[src/rtl/warp_rr_selector.sv]
// Round-robin warp selector: picks one ready warp per grant, holds the grant
// under backpressure, and rotates priority past each accepted warp.
module warp_rr_selector #(
  parameter int unsigned NUM_WARPS   = 8,
  parameter int unsigned STALL_CNT_W = 16,
  localparam int unsigned WID_W      = $clog2(NUM_WARPS)
) (
  input  logic                   clk_i,
  input  logic                   rst_ni,
  input  logic [NUM_WARPS-1:0]   req_i,
  input  logic                   flush_i,
  output logic                   grant_valid_o,
  input  logic                   grant_ready_i,
  output logic [WID_W-1:0]       grant_id_o,
  output logic [NUM_WARPS-1:0]   grant_onehot_o,
  output logic                   idle_o,
  output logic [STALL_CNT_W-1:0] stall_cnt_o
);

  typedef enum logic {
    EMPTY,
    HOLD
  } state_e;

  state_e                 state_q, state_d;
  logic [WID_W-1:0]       ptr_q, ptr_d;
  logic [WID_W-1:0]       gid_q, gid_d;
  logic [NUM_WARPS-1:0]   goh_q, goh_d;
  logic [STALL_CNT_W-1:0] stall_q, stall_d;

  logic                   handshake;
  logic [NUM_WARPS-1:0]   cand;
  logic                   hi_found, lo_found;
  logic [WID_W-1:0]       hi_idx, lo_idx, win_idx;

  // State register and registered grant/pointer/counter
  always_ff @(posedge clk_i) begin
    if (!rst_ni) begin
      state_q <= EMPTY;
      ptr_q   <= '0;
      gid_q   <= '0;
      goh_q   <= '0;
      stall_q <= '0;
    end else begin
      state_q <= state_d;
      ptr_q   <= ptr_d;
      gid_q   <= gid_d;
      goh_q   <= goh_d;
      stall_q <= stall_d;
    end
  end

  // Handshake, pointer advance, candidate mask and stall counter
  always_comb begin
    handshake = (state_q == HOLD) && grant_ready_i;
    ptr_d     = ptr_q;
    if (handshake) begin
      ptr_d = (gid_q == WID_W'(NUM_WARPS - 1)) ? '0 : gid_q + 1'b1;
    end
    cand = '0;
    if (state_q == EMPTY) begin
      cand = req_i;
    end else if (handshake) begin
      cand = req_i & ~goh_q;
    end
    stall_d = stall_q;
    if ((state_q == HOLD) && !grant_ready_i && (stall_q != '1)) begin
      stall_d = stall_q + 1'b1;
    end
  end

  // Winner: first candidate at or above the (post-handshake) pointer, else lowest candidate
  always_comb begin
    hi_found = 1'b0;
    lo_found = 1'b0;
    hi_idx   = '0;
    lo_idx   = '0;
    for (int unsigned i = 0; i < NUM_WARPS; i++) begin
      if (cand[i] && !lo_found) begin
        lo_found = 1'b1;
        lo_idx   = WID_W'(i);
      end
      if (cand[i] && !hi_found && (WID_W'(i) >= ptr_d)) begin
        hi_found = 1'b1;
        hi_idx   = WID_W'(i);
      end
    end
    win_idx = hi_found ? hi_idx : lo_idx;
  end

  // Next-state: take a new grant, hold under backpressure, flush to EMPTY
  always_comb begin
    state_d = state_q;
    gid_d   = gid_q;
    goh_d   = goh_q;
    if ((state_q == EMPTY) || handshake) begin
      if (lo_found) begin
        state_d = HOLD;
        gid_d   = win_idx;
        goh_d   = NUM_WARPS'(1) << win_idx;
      end else begin
        state_d = EMPTY;
        gid_d   = '0;
        goh_d   = '0;
      end
    end
    if (flush_i) begin
      state_d = EMPTY;
      gid_d   = '0;
      goh_d   = '0;
    end
  end

  // Outputs
  always_comb begin
    grant_valid_o  = (state_q == HOLD);
    grant_id_o     = gid_q;
    grant_onehot_o = goh_q;
    idle_o         = (req_i == '0) && (state_q == EMPTY);
    stall_cnt_o    = stall_q;
  end

endmodule

[config.mk]
export PLATFORM = sky130hd
export DESIGN_NAME = warp_rr_selector
export DESIGN_NICKNAME = d
export VERILOG_FILES = /design/src/rtl/warp_rr_selector.sv
export SDC_FILE = /design/constraint.sdc
export NUM_CORES = 1
export LEC_CHECK = 0
export BUFFER_PORTS_ARGS = -buffer_cell sky130_fd_sc_hd__buf_2
export CAP_MARGIN = 20
export CORE_AREA = 2 2 63 65
export CTS_CLUSTER_DIAMETER = 80
export DETAILED_ROUTE_END_ITERATION = 8
export DIE_AREA = 0 0 65 67
export GPL_TIMING_DRIVEN = 1
export PLACE_DENSITY = 0.83
export SYNTH_ARGS = -nofsm -noshare
export SYNTH_HDL_FRONTEND = slang
export SYNTH_SLANG_ARGS = --single-unit
[constraint.sdc]
create_clock -name clk_i -period 2.5 [get_ports clk_i]
set_input_delay 0.25 -clock clk_i [delete_from_list [all_inputs] [get_ports clk_i]]
set_output_delay 0.25 -clock clk_i [all_outputs]
set_load 0.1 [all_outputs]
---- Word-level counts from Yosys, hierarchy flattened ----
Index checks and enable logic that the tools add are counted.
cells by class
  bitwise gates (word level) .............. 4
  reductions and logical operators ........ 44
  equal/unequal tests ..................... 2
  multipliers ............................. 0
  shifts and indexed selects .............. 1
  add/sub/neg operators ................... 2
  mux-type cells .......................... 38
  divide/modulo/power cells ............... 0
  magnitude comparators ................... 8
operators by type and width
  operator                                                               count
  3-bit 2-to-1 mux                                                       16
  1-bit logical AND                                                      26
  8-bit 2-to-1 mux                                                       3
  1-bit 2-to-1 mux                                                       19
  16-bit by 1-bit adder with 16-bit output (second input constant)       1
  16-bit inequality test (second input constant)                         1
  1-bit zero test                                                        15
  3-bit >= comparator (first input constant)                             4
  8-bit AND                                                              1
  8-bit zero test                                                        1
  8-bit NOT                                                              1
  1-bit by 3-bit left shift with 8-bit output (first input constant)     1
  1-bit by 3-bit >= comparator with 1-bit output (first input constant)  2
  2-bit by 3-bit >= comparator with 1-bit output (first input constant)  2
  3-bit by 1-bit adder with 3-bit output (second input constant)         1
  3-bit equality test (second input constant)                            1
  1-bit NOT                                                              2
  2-bit OR reduction                                                     1
  1-bit logical OR                                                       1
storage, ports and cells
  logic and storage cells ................. 104
  RAM bits ................................ 0
  ROM bits ................................ 0
  latch bits .............................. 0
  bits of input ports ..................... 12
  output and inout port bits .............. 29
  memories kept ........................... 0
  bits in registers ....................... 31

---- Logic depth before layout (Yosys ltp) ----
Gate-level depths: netlist of the first run.
  depth in word-level cells ............... 37
  depth in mapped cells ................... 8
  mapped depth without buffers ............ 8

---- Worst setup path before layout of the first run ----
Ideal clock, no wire load.
  kind .................................... register to register
  from .................................... register gid_q[0] (netlist: grant_id_o[0])
  to ...................................... register goh_q[5] (netlist: grant_onehot_o[5])
  setup slack ............................. -0.484 ns
  stages on the path, launching flop included .. 9
  required time ........................... 2.381 ns
  setup time .............................. 0.119 ns
  arrival ................................. 2.865 ns
  cells stage by stage .................... dfxtp_1 ha_1 ha_1 and4bb_1 a2111oi_2 o211ai_2 o21a_2 a32o_1 a32o_1
between the ends
  cells in the longest elaborated chain, start to end .. 37
  elaborated cells on any way between the ends .. 52
ends and longest elaborated chain
  what                                                                                  line  RTL
  start: declaration                                                                    27    logic [WID_W-1:0] gid_q, gid_d;
  start signal: assignment                                                              47    gid_q <= gid_d;
  3-bit by 1-bit adder with 3-bit output / 3-bit equality test (equally long branches)  58    ptr_d = (gid_q == WID_W'(NUM_WARPS - 1)) ? '0 : gid_q + 1'b1;
  3-bit 2-to-1 mux *                                                                    58
  3-bit 2-to-1 mux *                                                                    57    if (handshake) begin
  1-bit by 3-bit >= comparator with 1-bit output                                        83    if (cand[i] && !hi_found && (WID_W'(i) >= ptr_d)) begin
  1-bit logical AND                                                                     83
  1-bit 2-to-1 mux                                                                      83
  1-bit zero test                                                                       83
  1-bit logical AND (2 in a row)                                                        83
  (+18 left out)                                                                        n/a
  1-bit logical AND (2 in a row)                                                        83
  1-bit 2-to-1 mux                                                                      83
  1-bit zero test                                                                       83
  1-bit logical AND (2 in a row)                                                        83
  3-bit 2-to-1 mux / 1-bit 2-to-1 mux (equally long branches)                           83
  3-bit 2-to-1 mux *                                                                    88    win_idx = hi_found ? hi_idx : lo_idx;
  1-bit by 3-bit left shift with 8-bit output *                                         100   goh_d = NUM_WARPS'(1) << win_idx;
  8-bit 2-to-1 mux *                                                                    97    if (lo_found) begin
  end signal: assignment                                                                48    goh_q <= goh_d;
  end: declaration                                                                      28    logic [NUM_WARPS-1:0] goh_q, goh_d;
Mark *: on every way between the ends. The rest lies on a longest branch, timed or not.
A chain may end at the register's enable or synchronous reset.

---- Worst setup path in the final report of the first run ----
  from .................................... register gid_q[0] (netlist: grant_id_o[0])
  to ...................................... register goh_q[1] (netlist: grant_onehot_o[1])
The elaborated chain is that of the path after synthesis.

==> impl_metrics.ini, run 1 <==
[status]
status = finished clean

[routing]
ant_nets = 0
dr_total_vias = 1989
drc_errors = 0
vias_per_cell = 6.120
drtIter0Drc = 120
drt_pass1_iterations = 5
routed_wl_um = 5045
wl_per_cell_um = 15.52

[synth]
synthArstFlopShare_pct = 0
synth_area_mm2 = 0.001912
synth_area_leaders = dfxtp_1, nor2_1, nand2_1
synthesis.nets = 244
yosysWarnings = 0
syn_avg_cell_area_um2 = 8.349
yosys-top-cells-count = dfxtp_1, nor2_1, nand2_1, a21oi_1, nand3_1
yosys.cell_count.top_type = dfxtp_1
ys_seq_area_share_pct = 32.46
ys.flop_type = dfxtp_1
ys_ff_latch = 31
synth-edff-count = 0
netlist_instances = 229
synth_top_area_cell = dfxtp_1
ys_types = 59
synth_top_area_share_pct = 32.46

[placement]
io_buffers = 40
place_area_mm2 = 0.002171
place.gp.congestion = 0.9537
dp_hpwl_um = 3500
place_ws_ns = 0.06063

[global_routing]
met3_usage_pct = 7.770
gr-usage-met2_pct = 37.50
busiest_layer = met2
antenna_found_initial = 0
grt_pass1_wl_um = 7997
grt_max_degree = 23
track_usage_pct = 23.90
grt_util_met1_pct = 30.43
first_global_vias = 1763
gr-total-overflow = 0

[setup_path]
rr_worst_depth = 8
critPathLaunchType = flop
timing.rr.start = grant_id_o[0]
reg2reg_to = grant_onehot_o[1]
crit_path_end_kind = flop
crit_type = flop to flop
r2r_slack_ns = 0.1
crit_arrival_ns = 2.62
crit_start = grant_id_o[0]
cp_data_required_time_ns = 2.72
setup.worst_path.end = grant_onehot_o[1]
crit_fanout = 8

[clock_network]
cts_buffer_depth = 2
numCtsBuffers = 5
cts_tree = yes
ctsHoldBuffers = 0
clkTransAtPathRegs_ns = 0.08
cts.sinks = 31
clk_latency_ns = 0.29
htree_levels = 2
cts_root_buf = clkbuf_8

[layout]
n_fill_cell = 293
areaGrowthSynthToFinish_pct = 23.04
nNetsFinal = 291
fin_util_pct = 65.23
drive_gt1_share_pct = 27.08
design_area_mm2 = 0.002352
antenna_cells = 0

[die]
start_util_pct = 53.02
rows = 22
die_y_um = 67
design.portCount = 41
die-width_um = 65
fp.dieArea_mm2 = 0.004355
core_mm2 = 0.003606

[sta]
slew_violations = 0
setup_viol = 0
whs_ns = 0.2876
fin_crit_sh_pct = 96.16
tightest_slew_ns = 0.6104
skew_ns = 0.01464
clock.fmax_mhz = 416.0
slew_headroom_pct = 58.93
finalHoldViolCount = 0
period_minus_slack_ns = 2.404
tns_ns = 0
finalWorstSetupSlack_ns = 0.09605

[pwr]
p_leak_nw = 0.9549
p_per_area_mw_per_mm2 = 528.9
irDropWorstVdd_v = 0.0004338

[job]
cap_violations = 0

[min_path]
hp-start = flush_i
hold_class = input port to flop
==> stage by stage <==
| step | std cells | power (W) |
|---|---|---|
| 6_report | 325 | 0.001244 |
| 5_1_grt | 325 | 0.001295 |
| 4_1_cts | 323 | 0.001232 |
| 3_5_place_dp | 315 | 0.0007611 |
| 3_3_place_gp | 315 | 0.0007612 |
| 2_1_floorplan | 229 | 0.0007072 |
==> metal layers <==
metal  part of all wire, %  vias up
li1                      -      954
met1                    42      939
met2                    48       86
met3                   8.8       10
met4                   1.5        0
met5                     0        -
==> cells by family after synthesis <==
family          after synthesis  synth area share [%]
compound gates               73                 30.63
xor+xnor                     11                 5.039
fa+ha+maj                     3                 1.964
buf+inv                      15                 4.319
flops                        31                 32.46
mux                           1                0.5236
simple gates                 95                 25.06
==> layout make-up <==
cell class | instances | area [µm²] | share of cell area (%)
Clock inverter | 1 | 5.005 | 0.2128
Multi-Input combinational cell | 183 | 1262 | 53.67
Inverter | 7 | 26.28 | 1.117
Clock buffer | 7 | 107.6 | 4.574
Timing Repair Buffer | 48 | 260.3 | 11.06
Tap cell | 48 | 60.06 | 2.553
Sequential cell | 31 | 630.6 | 26.81
==> layout by cell type (no fill, tap or decap), types with 2 or more instances in the layout <==
master     netlist  layout
buf_2            0      40
nor2_1          29      29
dfxtp_1         31      27
nand2_1         20      20
a21oi_1         14      14
nand3_1         11      10
o21ai_0          9       9
buf_4            1       8
inv_1            7       7
nor2b_1          7       7
xnor2_1          7       7
clkbuf_8         0       6
nand2b_1         5       5
a32o_1           5       5
nor3_1           5       5
o31ai_1          4       4
xor2_1           4       4
nor4_1           3       3
a21boi_1         3       3
o21a_1           3       3
or3_1            3       3
a31oi_1          3       3
o22ai_1          2       2
nand4b_1         2       2
a21boi_0         2       2
o221ai_1         2       2
a2111oi_2        2       2
a32oi_1          2       2
and3_1           2       2
a211oi_1         2       2
nand4_1          2       2
ha_4             0       2
dfxtp_4          0       2
dfxtp_2          0       2
==> critical path, stage by stage (launching register included) <==
cell and delay [ns]:
dfxtp_4 0.37, ha_4 0.17, ha_4 0.16, nand4bb_4 0.19, a222oi_1 0.36, a41oi_1 0.12
a31o_4 0.29, o311ai_4 0.42, a32o_1 0.25
==> registers in the layout, summed over array words and instances (netlist names) <==
signal	cells
stall_cnt_o	16
grant_onehot_o	8
grant_id_o	3
ptr_q	3
grant_valid_o	1
==> worst min-delay path by stage <==
stage               slack [ns]                end  cells after the start
finish                    0.29  grant_onehot_o[6]                      4
global route              0.31  grant_onehot_o[6]                      4
CTS                       0.29  grant_onehot_o[6]                      4
detailed placement        0.46  grant_onehot_o[2]                      2
global placement          0.46  grant_onehot_o[2]                      2
floorplan                 0.46  grant_onehot_o[6]                      3
==> timing repair <==
item                       in CTS  in global routing
cloned                          0                  0
setup endpoints to repair       8                  8
resized for setup               0                  7
buffers inserted                0                  2
pin swaps                       2                  5
==> power breakdown <==
group	internal, W	switching, W
combinational	0.0000800	0.000170
sequential	0.000503	0.0000156
clock	0.000282	0.000194
total	0.000865	0.000379
Note: power is estimated with default switching activity, not from simulation.
==> run 2: changes to the inputs <==
- clock period: 2.5 -> 2.65 ns (I/O delays scaled with it)
==> impl_metrics.ini, run 2 (same netlist as run 1, synthesis figures left out) <==
[placement]
dp_hpwl_um = 3506
place_inst = 312
io_buffers = 40
place_area_mm2 = 0.002143
place.gp.congestion = 0.9513

[clock_network]
post_cts_resized = 0
clk_latency_ns = 0.29
ctsHoldBuffers = 0
numCtsBuffers = 5
cts_tree = yes
htree_levels = 2
cts_root_buf = clkbuf_8
clkTransAtPathRegs_ns = 0.06
cts_buffer_depth = 2
cts.sinks = 31

[setup_path]
crit_path_end_kind = flop
timing.rr.start = grant_id_o[0]
r2r_slack_ns = 0.20
crit_path_top_delay_cell = a211oi_1
cp_top_family = compound AO/OA/AOI/OAI gates
critPathMaxStageDelay_ns = 0.39
path_buf_inv = 0
rr_worst_depth = 8
cp_data_required_time_ns = 2.88
path_depth = 8
crit_chain = ha_1, ha_1, nand4bb_1, a222oi_1, a41oi_1, a31o_4, a211oi_1, a32o_1
crit_arrival_ns = 2.67
crit_type = flop to flop
reg2reg_to = grant_onehot_o[1]
crit_top_cell = ha_1
crit_start = grant_id_o[0]
critPathLaunchType = flop
setup.worst_path.end = grant_onehot_o[1]
crit_fanout = 6

[global_routing]
first_global_vias = 1712
track_usage_pct = 23.46
grt_pass1_wl_um = 7935
antenna_found_initial = 0
grt_max_degree = 23
gr-total-overflow = 0

[routing]
dr_total_vias = 1951
ant_nets = 0
drtIter0Drc = 123
wl_per_cell_um = 14.71
drt_pass1_iterations = 5
drc_errors = 0
routed_wl_um = 4721
vias_per_cell = 6.078

[min_path]
hp-start = flush_i
hold_class = input port to flop

[sta]
tns_ns = 0
tightest_slew_ns = 0.6056
grt_setup_unrepaired = false
finalHoldViolCount = 0
setup_viol = 0
period_minus_slack_ns = 2.448
skew_ns = 0.01049
clock.fmax_mhz = 408.5
fin_crit_sh_pct = 92.39
slew_headroom_pct = 59.25
slew_violations = 0

[layout]
antenna_cells = 0
n_fill_cell = 304
largest_register_ffs = 16
finalNonFillerCells = 321
drive_gt1_share_pct = 24.18
design_area_mm2 = 0.002236
fin_util_pct = 62.01
nNetsFinal = 287
areaGrowthSynthToFinish_pct = 16.95
final_common_cell = buf_2
most-common-layout-cells = buf_2, nor2_1, dfxtp_1

[die]
fp.dieArea_mm2 = 0.004355
start_util_pct = 53.02
core_mm2 = 0.003606
die_y_um = 67
die-width_um = 65
design.portCount = 41
rows = 22

[pwr]
seq_power_share_pct = 45.6
power_frac_clock_pct = 34.0
swShare_pct = 32.56
p_comb_share_pct = 20.5
p_leak_nw = 0.9201
irDropWorstVdd_v = 0.0003910
p_sw_w = 0.0003501
total_power_w = 0.001075
p_int_w = 0.0007252
p_per_area_mw_per_mm2 = 480.9

[job]
cap_violations = 0

[status]
status = finished clean
-- run 2: repair_timing --
action                                 CTS  global route
endpoints found under the hold margin    0             0
setup endpoints to repair                0             7
buffers inserted                         0             1
-- run 2: layer usage --
metal  up-vias  GRT usage, %  part of all wire, %
li1        945             -                    -
met1       929         34.27                   46
met2        72         34.66                   45
met3         5         4.223                  8.3
met4         0         7.447                 0.89
met5         -             0                    0
-- run 2: worst min-delay path by stage --
| stage | to | slack, ns | depth (start not counted) |
|---|---|---|---|
| finish | grant_onehot_o[6] | 0.34 | 4 |
| global route | grant_onehot_o[6] | 0.37 | 4 |
| CTS | grant_onehot_o[6] | 0.33 | 4 |
| detailed placement | grant_id_o[1] | 0.46 | 2 |
| global placement | grant_onehot_o[2] | 0.46 | 2 |
| floorplan | grant_onehot_o[6] | 0.48 | 3 |
-- run 2: metrics by stage --
step                setup slack (ns)  hold slack (ns)
floorplan                    0.02128           0.4780
global placement              0.2881           0.4558
detailed placement            0.2276           0.4606
CTS                           0.1609           0.3345
global route                 0.02608           0.3694
finish                        0.2017           0.3425
-- run 2: power groups by stage --
| stage | combinational [W] | sequential [W] | clock [W] |
|---|---|---|---|
| floorplan | 0.000118 | 0.000550 | 0 |
| global placement | 0.000211 | 0.000499 | 0 |
| detailed placement | 0.000213 | 0.000500 | 0 |
| CTS | 0.000214 | 0.000489 | 0.000370 |
| global route | 0.000236 | 0.000491 | 0.000389 |
| finish | 0.000220 | 0.000490 | 0.000365 |
-- run 2: final cells by class --
| class | count | area, µm² | area share (%) |
|---|---|---|---|
| Timing Repair Buffer | 44 | 230.2 | 10.30 |
| Clock buffer | 6 | 72.57 | 3.246 |
| Tap cell | 48 | 60.06 | 2.686 |
| Multi-Input combinational cell | 183 | 1209 | 54.06 |
| Sequential cell | 31 | 625.6 | 27.98 |
| Inverter | 7 | 26.28 | 1.175 |
| Clock inverter | 2 | 12.51 | 0.5596 |
-- run 2: worst reg2reg max path, cell delays in order (launching register included) --
cell       delay (ns)
dfxtp_2          0.34
ha_1             0.20
ha_1             0.21
nand4bb_1        0.24
a222oi_1         0.36
a41oi_1          0.11
a31o_4           0.31
a211oi_1         0.39
a32o_1           0.23
